<file path="src/rtl/btb_write_scheduler_pkg.sv">
// Shared types and helpers for the BTB write-port scheduler.
// Queue entries are sized for the default geometry; smaller arrays zero-extend into them.
package btb_write_scheduler_pkg;

  localparam int BTB_IDX_W       = 10;
  localparam int BTB_DATA_W      = 40;
  localparam int BTB_QUEUE_DEPTH = 8;
  localparam int BTB_QPTR_W      = $clog2(BTB_QUEUE_DEPTH);

  typedef struct packed {
    logic [BTB_IDX_W-1:0]  index;
    logic [BTB_DATA_W-1:0] data;
  } btb_qentry_t;

  typedef logic [0:0] btb_state_t;
  localparam btb_state_t ST_INIT = 1'b0;
  localparam btb_state_t ST_RUN  = 1'b1;

  function automatic logic [BTB_IDX_W-1:0] BTB_BankOf(input logic [BTB_IDX_W-1:0] idx,
                                                      input int unsigned          bank_num);
    return idx & BTB_IDX_W'(bank_num - 32'd1);
  endfunction

  function automatic logic IsBankConflict(input logic [BTB_IDX_W-1:0] a,
                                          input logic [BTB_IDX_W-1:0] b,
                                          input int unsigned          bank_num);
    return BTB_BankOf(a, bank_num) == BTB_BankOf(b, bank_num);
  endfunction

endpackage

</file>
<file path="src/rtl/btb_write_scheduler_defer_queue.sv">
// Deferred-write FIFO: single push, single pop, occupancy count and synchronous clear.
// A push into a full queue is accepted only when the head leaves in the same cycle.
module btb_defer_queue
  import btb_write_scheduler_pkg::*;
#(
  parameter  int DEPTH = BTB_QUEUE_DEPTH,
  localparam int PTR_W = $clog2(DEPTH)
) (
  input  logic         clk_i,
  input  logic         rst_ni,
  input  logic         clr_i,
  input  logic         push_i,
  input  btb_qentry_t  push_data_i,
  input  logic         pop_i,
  output btb_qentry_t  head_o,
  output logic [PTR_W:0] count_o,
  output logic         full_o,
  output logic         empty_o
);

  btb_qentry_t      mem_q [DEPTH];
  logic [PTR_W-1:0] wr_ptr_q, wr_ptr_d;
  logic [PTR_W-1:0] rd_ptr_q, rd_ptr_d;
  logic [PTR_W:0]   count_q, count_d;
  logic             do_push_s, do_pop_s;

  assign full_o  = (count_q == (PTR_W+1)'(DEPTH));
  assign empty_o = (count_q == '0);
  assign head_o  = mem_q[rd_ptr_q];
  assign count_o = count_q;

  always_comb begin
    do_push_s = push_i && !clr_i && (!full_o || pop_i);
    do_pop_s  = pop_i && !clr_i && !empty_o;
    wr_ptr_d  = wr_ptr_q;
    rd_ptr_d  = rd_ptr_q;
    count_d   = count_q;
    if (clr_i) begin
      wr_ptr_d = '0;
      rd_ptr_d = '0;
      count_d  = '0;
    end else begin
      wr_ptr_d = wr_ptr_q + PTR_W'(do_push_s);
      rd_ptr_d = rd_ptr_q + PTR_W'(do_pop_s);
      case ({do_push_s, do_pop_s})
        2'b10:   count_d = count_q + (PTR_W+1)'(1);
        2'b01:   count_d = count_q - (PTR_W+1)'(1);
        default: count_d = count_q;
      endcase
    end
  end

  always_ff @(posedge clk_i) begin
    if (do_push_s) begin
      mem_q[wr_ptr_q] <= push_data_i;
    end
  end

  always_ff @(posedge clk_i or negedge rst_ni) begin
    if (!rst_ni) begin
      wr_ptr_q <= '0;
      rd_ptr_q <= '0;
      count_q  <= '0;
    end else begin
      wr_ptr_q <= wr_ptr_d;
      rd_ptr_q <= rd_ptr_d;
      count_q  <= count_d;
    end
  end

endmodule

</file>
<file path="src/rtl/btb_write_scheduler.sv">
// BTB write-port scheduler: init sweep, per-cycle bank-conflict grant, deferral FIFO replay
// into idle ports, and drop accounting. All RAM-facing outputs are registered.
module btb_write_scheduler
  import btb_write_scheduler_pkg::*;
#(
  parameter  int WRITE_NUM   = 2,
  parameter  int ENTRY_NUM   = 1024,
  parameter  int BANK_NUM    = 2,
  parameter  int QUEUE_DEPTH = 8,
  parameter  int DATA_W      = 40,
  localparam int IDX_W       = $clog2(ENTRY_NUM),
  localparam int CNT_W       = $clog2(QUEUE_DEPTH) + 1,
  localparam int DROP_W      = $clog2(WRITE_NUM + 1)
) (
  input  logic                             clk,
  input  logic                             rst,
  input  logic                             flush,
  input  logic [WRITE_NUM-1:0]             reqValid,
  input  logic [WRITE_NUM-1:0][IDX_W-1:0]  reqAddr,
  input  logic [WRITE_NUM-1:0][DATA_W-1:0] reqData,
  output logic [WRITE_NUM-1:0]             we,
  output logic [WRITE_NUM-1:0][IDX_W-1:0]  wa,
  output logic [WRITE_NUM-1:0][DATA_W-1:0] wv,
  output logic                             initBusy,
  output logic [CNT_W-1:0]                 queueCount,
  output logic                             dropPulse,
  output logic [15:0]                      dropCount
);

  btb_state_t                       state_q, state_d;
  logic [IDX_W-1:0]                 init_idx_q, init_idx_d;
  logic [WRITE_NUM-1:0]             we_q, we_d;
  logic [WRITE_NUM-1:0][IDX_W-1:0]  wa_q, wa_d;
  logic [WRITE_NUM-1:0][DATA_W-1:0] wv_q, wv_d;
  logic                             drop_pulse_q, drop_pulse_d;
  logic [15:0]                      drop_count_q, drop_count_d;
  logic [16:0]                      drop_sum_s;
  logic [DROP_W-1:0]                drop_n_s;
  logic [WRITE_NUM-1:0]             grant_s;
  logic                             blocked_s, head_ok_s, placed_s, deferred_s;
  logic                             q_push_s, q_pop_s, q_full_s, q_empty_s;
  btb_qentry_t                      q_push_data_s, q_head_s;

  btb_defer_queue #(.DEPTH(QUEUE_DEPTH)) u_defer_queue (
    .clk_i       (clk),
    .rst_ni      (rst),
    .clr_i       (flush),
    .push_i      (q_push_s),
    .push_data_i (q_push_data_s),
    .pop_i       (q_pop_s),
    .head_o      (q_head_s),
    .count_o     (queueCount),
    .full_o      (q_full_s),
    .empty_o     (q_empty_s)
  );

  always_comb begin
    state_d       = state_q;
    init_idx_d    = init_idx_q;
    we_d          = '0;
    wa_d          = '0;
    wv_d          = '0;
    grant_s       = '0;
    blocked_s     = 1'b0;
    head_ok_s     = 1'b0;
    placed_s      = 1'b0;
    deferred_s    = 1'b0;
    q_push_s      = 1'b0;
    q_pop_s       = 1'b0;
    q_push_data_s = '0;
    drop_n_s      = '0;
    if (flush) begin
      state_d    = ST_INIT;
      init_idx_d = '0;
    end else if (state_q == ST_INIT) begin
      we_d[0]    = 1'b1;
      wa_d[0]    = init_idx_q;
      init_idx_d = init_idx_q + IDX_W'(1);
      if (init_idx_q == IDX_W'(ENTRY_NUM - 1)) begin
        state_d = ST_RUN;
      end else begin
        state_d = ST_INIT;
      end
    end else begin
      // Grant in port order; a port loses only to a lower-index grant in the same bank.
      for (int i = 0; i < WRITE_NUM; i++) begin
        blocked_s = 1'b0;
        for (int j = 0; j < WRITE_NUM; j++) begin
          blocked_s = blocked_s | ((j < i) && grant_s[j] &&
                      IsBankConflict(BTB_IDX_W'(reqAddr[i]), BTB_IDX_W'(reqAddr[j]), BANK_NUM));
        end
        if (reqValid[i] && !blocked_s) begin
          grant_s[i] = 1'b1;
          we_d[i]    = 1'b1;
          wa_d[i]    = reqAddr[i];
          wv_d[i]    = reqData[i];
        end else begin
          grant_s[i] = 1'b0;
        end
      end
      head_ok_s = !q_empty_s;
      for (int i = 0; i < WRITE_NUM; i++) begin
        head_ok_s = head_ok_s & ~(grant_s[i] &
                    IsBankConflict(q_head_s.index, BTB_IDX_W'(reqAddr[i]), BANK_NUM));
      end
      for (int i = 0; i < WRITE_NUM; i++) begin
        if (head_ok_s && !placed_s && !grant_s[i]) begin
          placed_s = 1'b1;
          q_pop_s  = 1'b1;
          we_d[i]  = 1'b1;
          wa_d[i]  = q_head_s.index[IDX_W-1:0];
          wv_d[i]  = q_head_s.data[DATA_W-1:0];
        end else begin
          placed_s = placed_s;
        end
      end
      // Only the first loser may be deferred; the queue accepts it when full only if the head leaves.
      for (int i = 0; i < WRITE_NUM; i++) begin
        if (reqValid[i] && !grant_s[i]) begin
          if (!deferred_s && (!q_full_s || q_pop_s)) begin
            q_push_s            = 1'b1;
            q_push_data_s.index = BTB_IDX_W'(reqAddr[i]);
            q_push_data_s.data  = BTB_DATA_W'(reqData[i]);
          end else begin
            drop_n_s = drop_n_s + DROP_W'(1);
          end
          deferred_s = 1'b1;
        end else begin
          deferred_s = deferred_s;
        end
      end
    end
  end

  // Saturating drop accounting.
  always_comb begin
    drop_sum_s   = {1'b0, drop_count_q} + 17'(drop_n_s);
    drop_pulse_d = (drop_n_s != '0);
    if (drop_sum_s[16]) begin
      drop_count_d = 16'hFFFF;
    end else begin
      drop_count_d = drop_sum_s[15:0];
    end
  end

  always_ff @(posedge clk or negedge rst) begin
    if (!rst) begin
      state_q      <= ST_INIT;
      init_idx_q   <= '0;
      we_q         <= '0;
      wa_q         <= '0;
      wv_q         <= '0;
      drop_pulse_q <= 1'b0;
      drop_count_q <= 16'h0000;
    end else begin
      state_q      <= state_d;
      init_idx_q   <= init_idx_d;
      we_q         <= we_d;
      wa_q         <= wa_d;
      wv_q         <= wv_d;
      drop_pulse_q <= drop_pulse_d;
      drop_count_q <= drop_count_d;
    end
  end

  assign we        = we_q;
  assign wa        = wa_q;
  assign wv        = wv_q;
  assign initBusy  = (state_q == ST_INIT);
  assign dropPulse = drop_pulse_q;
  assign dropCount = drop_count_q;

endmodule

</file>
<file path="config.mk">
export PLATFORM = sky130hd
export DESIGN_NAME = btb_write_scheduler
export DESIGN_NICKNAME = d
export VERILOG_FILES = /design/src/rtl/btb_write_scheduler_pkg.sv /design/src/rtl/btb_write_scheduler_defer_queue.sv /design/src/rtl/btb_write_scheduler.sv
export SDC_FILE = /design/constraint.sdc
export NUM_CORES = 1
export LEC_CHECK = 0
export BUFFER_PORTS_ARGS = -buffer_cell sky130_fd_sc_hd__buf_2
export CORE_ASPECT_RATIO = 1.4
export CORE_MARGIN = 4
export CORE_UTILIZATION = 40
export DETAILED_ROUTE_END_ITERATION = 8
export SLEW_MARGIN = 10
export SYNTH_ARGS = -nofsm -noshare
export SYNTH_HDL_FRONTEND = slang
export SYNTH_HIERARCHICAL = 1
export SYNTH_SLANG_ARGS = --single-unit
</file>
<file path="constraint.sdc">
create_clock -name clk -period 7.2 [get_ports clk]
set_input_delay 0.36 -clock clk [delete_from_list [all_inputs] [get_ports clk]]
set_output_delay 0.36 -clock clk [all_outputs]
set_load 0.1 [all_outputs]
</file>
* Word-level counts from Yosys, hierarchy flattened *
Memory sizes are Yosys's and may differ from the RTL's.
Cells that the tools add are included.

storage, ports and cells
  input port bits = 105
  RAM bits = 400
  memories = 1
  output and inout port bits = 124
  flip-flop bits (word level) = 140
  word-level logic and storage cells = 127

cells by class
  bitwise gates (word level) = 7
  equal/unequal tests = 8
  $add $sub $neg = 7
  reduce and logical (&&, ||, !) cells = 25
  multiplexer cells = 67

memory list
  name                 words  width  rd ports  clocked after memory_dff  write ports  RTL line                               text
  u_defer_queue.mem_q  8      50     1         0                         1            btb_write_scheduler_defer_queue.sv:21  btb_qentry_t mem_q [DEPTH];

operator list
  kind                                                                 count
  50-bit two-way mux                                                   6
  40-bit two-way mux                                                   4
  80-bit two-way mux                                                   2
  10-bit two-way mux                                                   8
  1-bit two-way mux                                                    34
  20-bit two-way mux                                                   1
  16-bit by 2-bit adder with 17-bit output                             1
  16-bit two-way mux                                                   1
  2-bit two-way mux                                                    7
  1-bit logical AND                                                    12
  10-bit by 1-bit adder with 10-bit output (second input constant)     1
  10-bit == test (second input constant)                               1
  1-bit zero test                                                      8
  4-bit case mux with 2 select lines                                   1
  3-bit by 1-bit adder with 3-bit output                               2
  3-bit two-way mux                                                    2
  4-bit by 1-bit adder with 4-bit output (second input constant)       1
  1-bit bitwise AND                                                    4
  4-bit == test (second input constant)                                1
  4-bit zero test                                                      1
  4-bit two-way mux                                                    1
  4-bit by 1-bit subtractor with 4-bit output (second input constant)  1
  1-bit == test                                                        3
  1-bit NOT                                                            3
  other kinds (7)                                                      8

* Depth between registers and ports, before layout *
  word-level depth = 34
  depth in mapped cells = 16
  depth with buffers taken out = 13

* By module *
Netlist, hierarchy kept.

by module, submodules not included
  module               area each (um^2)  times used  cells an instance  seq. area each (um^2)
  btb_defer_queue      15633.7           1           653                12261.8
  btb_write_scheduler  5933.2            1           580                3253.1

* Worst setup path after synthesis *
Ideal clock, no wire load.

  path kind = register to register
  start = reg u_defer_queue.rd_ptr_q[0]
  end = mem u_defer_queue/mem_q[1][0] (netlist bit) (enable)
  data required time = 6.681 ns
  path buffers = 3
  clock period less this slack = 7.137 ns
  arrival time = 6.618 ns
  stages on the path, launching flop included = 13
  library setup time = 0.519 ns
  path slack = 0.063 ns
  path through = dfrtp_1 > clkbuf_1 > buf_2 > mux4_2 > mux2_2 > xnor2_1 > a221o_1 > a21oi_2 > buf_4 > inv_1 > a311oi_1 > nand2_1 > nor3_1

RTL lines
  item                    RTL line                               text
  from (decl)             btb_write_scheduler_defer_queue.sv:23  logic [PTR_W-1:0] rd_ptr_q, rd_ptr_d;
  from (signal assigned)  btb_write_scheduler_defer_queue.sv:66  rd_ptr_q <= rd_ptr_d;
  to (decl)               btb_write_scheduler_defer_queue.sv:21

==> results.yml <==
timing:
  max_slew_margin_pct: 24.19
  finalCriticalPeriod_ns: 5.296
  worst_pin_slew_ns: 1.134
  clock_skew_ns: 0.02088
  finalHoldViolCount: 0
  fin_setup_tns_ns: 0
  finalSetupViolCount: 0
  fin_crit_sh_pct: 73.55
  rsz0062_at_grt: "no"
  slew_viol_final: 0
  max_freq_ghz: 0.1888
placement:
  gp_congestion: 0.7547
  io_buffers: 228
  hpwl_um: 31650
  dp.cells: 2119
synth:
  synthAdderAreaFrac_pct: 0.5221
  syn_nets: 1347
  synth_area_leader_cell: "edfxtp_1"
  synth.top_cell.area_share_pct: 55.69
  synthXorXnorAreaFrac_pct: 1.015
  synth-edff-count: 400
  synth_top_family_by_area: "multiplexers"
  synth.cell_area_sq_um: 21570
  synth_area_leaders: "edfxtp_1 56%, dfrtp_1 16%, mux4_2 10%"
  yosysSeqAreaShare_pct: 71.94
  synth_compound_area_share_pct: 4.438
  synth.most_common_cell: "edfxtp_1"
  syn_avg_cell_area_sq_um: 17.49
  synth-simple-area-share_pct: 6.846
  yosys_most_used_dff: "edfxtp_1"
  synth_mux_area_share_pct: 13.35
  yosys_warnings: 6
  synthCells: 1233
  netlist_top_cells_count: "400 x edfxtp_1, 140 x dfrtp_1, 100 x mux4_2"
  synthDistinctLibCells: 59
  synth-async-reset-ratio_pct: 25.93
  synth_seq_cells: 540
clock_tree:
  path_clk_slew_ns: 0.07
  cts_resized: 0
  cts_setup_buffers: 0
  cts_max_level: 2
  clockRootBuffer: "clkbuf_16"
  cts.sinks: 540
  cts_buffers: 52
  clk_latency_ns: 0.58
  clockBufferDepth: 3
  cts_tree: "done"
detailed_routing:
  antenna_left: 0
  drtIter0Drc: 712
  vias: 12120
  wl_per_cell_um: 23.30
  wl_um: 52360
  drc: 0
  drtPass1Iterations: 5
  vias_per_cell: 5.394
floorplanning:
  start_util_pct: 40.46
  io_pins: 229
  fp-row-count: 100
  core_area_sq_um: 53300
  fp.dieArea_sq_um: 57750
  dieHeight_um: 282.7
  die_x_um: 204.2
setup_path:
  crit_end: "u_defer_queue/mem_q[6][44]"
  cp_cell_sequence: "mux4_2 -> mux2_2 -> xnor2_1 -> a221o_1 -> nor2_1 -> inv_1 -> a311oi_1 -> nand2b_1 -> nor2_4 -> buf_4"
  cp_max_fo: 33
  crit_cells: 10
  worstSetupStartpointType: "flop"
  path_delay_family: "simple AND/OR/NAND/NOR gates"
  rr_startpoint: "u_defer_queue/rd_ptr_q[0]"
  crit_buf_inv: 2
  crit_path_end_kind: "flop"
  crit_start: "u_defer_queue/rd_ptr_q[0]"
  r2r-end: "u_defer_queue/mem_q[6][44]"
  cp_data_required_time_ns: 7.45
  cp.arrival_ns: 5.55
  r2r_cells: 10
  slowest_stage: "nor2_4"
  r2r_setup_slack_ns: 1.90
  crit_type: "flop to flop"
  slowest_delay_ns: 0.93
power:
  design_power_total_mw: 6.550
  switching_share_pct: 20.85
  clock_power_share_pct: 45.4
  p_per_area_nw_per_um2: 254.2
  p_int_mw: 5.184
  p_leak_nw: 10.52
  ir_drop_mv: 0.1749
  combinationalPowerShare_pct: 3.9
  seq_power_share_pct: 50.7
  switching_power_mw: 1.366
grt:
  grt_max_degree: 87
  track_usage_pct: 18.01
  grt_pass1_vias: 12960
  grt_pass1_wl_um: 79760
  antenna_found_initial: 1
  overflow: 0
layout:
  multiInputGateArea_sq_um: 5737
  fin_cells: 2247
  regArea_sq_um: 15520
  syn_to_final_growth_pct: 19.48
  final_nets: 1604
  n_antenna_cell: 0
  n_fill_cell: 4526
  drive_gt1_share_pct: 33.59
  final_core_util_pct: 48.34
flow_run:
  maxCapViolCount: 0
run_status:
  status: "completed"
worst_hold_path:
  worst_hold_path_type: "input port to flop"
[worst register-to-register path: stages, from the launching register on]
cell and delay [ns]:
dfrtp_4 0.86, mux4_2 0.59, mux2_2 0.35, xnor2_1 0.19, a221o_1 0.43, nor2_1 0.29, inv_1 0.13, a311oi_1 0.49
nand2b_1 0.33, nor2_4 0.93, buf_4 0.40
[placed cells by master, fill, tap and decap left out, types with 13 or more instances in the layout]
master	netlist	layout
a22o_1	40	40
and2_1	51	51
buf_2	23	227
buf_4	1	31
clkbuf_1	53	13
clkbuf_16	0	56
dfrtp_1	140	137
dlygate4sd3_1	0	31
edfxtp_1	400	400
mux2_2	51	51
mux4_2	100	100
nand2_1	28	28
nor2_1	37	31
nor3_1	58	55
nor4_1	50	50
o21ai_0	49	49
xnor2_1	16	16
[area by class of cell]
class	count	share of cell area, %
Sequential cell	540	60.25
Multi-Input combinational cell	597	22.26
Timing Repair Buffer	290	6.560
Clock buffer	70	5.681
Tap cell	714	3.467
Clock inverter	27	1.651
Inverter	9	0.1311
[how the worst min path moves through the flow]
stage | depth (start not counted) | start | end | slack (ns)
detailed placement | 1 | dropCount[15] | dropCount[15] | 0.48
global placement | 1 | dropCount[15] | dropCount[15] | 0.49
finish | 2 | reqData[12] | wv[12] | 0.03
global route | 2 | reqData[12] | wv[12] | 0.01
CTS | 2 | reqData[12] | wv[12] | 0.003
floorplan | 0 | rst | dropCount[0] | 0.06
[power by group through the flow]
stage | clock network, mW | logic [mW] | registers (mW)
floorplan | 0 | 0.104 | 3.41
global placement | 0 | 0.236 | 3.39
detailed placement | 0 | 0.239 | 3.39
CTS | 3.05 | 0.252 | 3.32
global route | 3.18 | 0.271 | 3.32
finish | 2.97 | 0.252 | 3.32
[flip-flops by register name, summed over array words and instances, names as in the netlist]
| signal | count |
|---|---|
| u_defer_queue/mem_q | 400 |
| wv | 80 |
| wa | 20 |
| dropCount | 16 |
| init_idx_q | 10 |
| u_defer_queue/count_o | 4 |
| u_defer_queue/rd_ptr_q | 3 |
| u_defer_queue/wr_ptr_q | 3 |
| we | 2 |
| dropPulse | 1 |
| state_q | 1 |
[routing by layer]
metal / vias up / routed length, um / global-route usage (%)
met5: - / 0 / 0
met4: 0 / 1114 / 4.761
met3: 70 / 2141 / 2.343
met2: 337 / 27590 / 31.79
met1: 6338 / 21510 / 23.75
li1: 5375 / - / -
[logic make-up (layout without fill, tap and decap cells)]
logic type | Yosys count | in the layout
flip-flops | 540 | 540
adder cells (fa/ha/maj) | 9 | 9
AO/OA/AOI/OAI | 138 | 138
buffers and inverters | 96 | 396
XOR/XNOR | 25 | 25
AND/OR/NAND/NOR | 269 | 269
multiplexers | 156 | 156
[metrics by stage]
step,hold slack [ns],cell area [sq um],worst slack [ns]
2_1_floorplan,0.06441,21570,0.06284
3_3_place_gp,0.4864,23570,1.939
3_5_place_dp,0.4842,23570,1.856
4_1_cts,0.002659,25770,1.808
5_1_grt,0.01370,25770,1.469
6_report,0.03313,25770,1.904
[what timing repair did]
action / CTS / global route
endpoints found under the hold margin: 115 / 0
endpoints found under the setup margin: 0 / 0
hold buffers: 31 / 0
No activity file was read; power rests on OpenSTA's default activity.
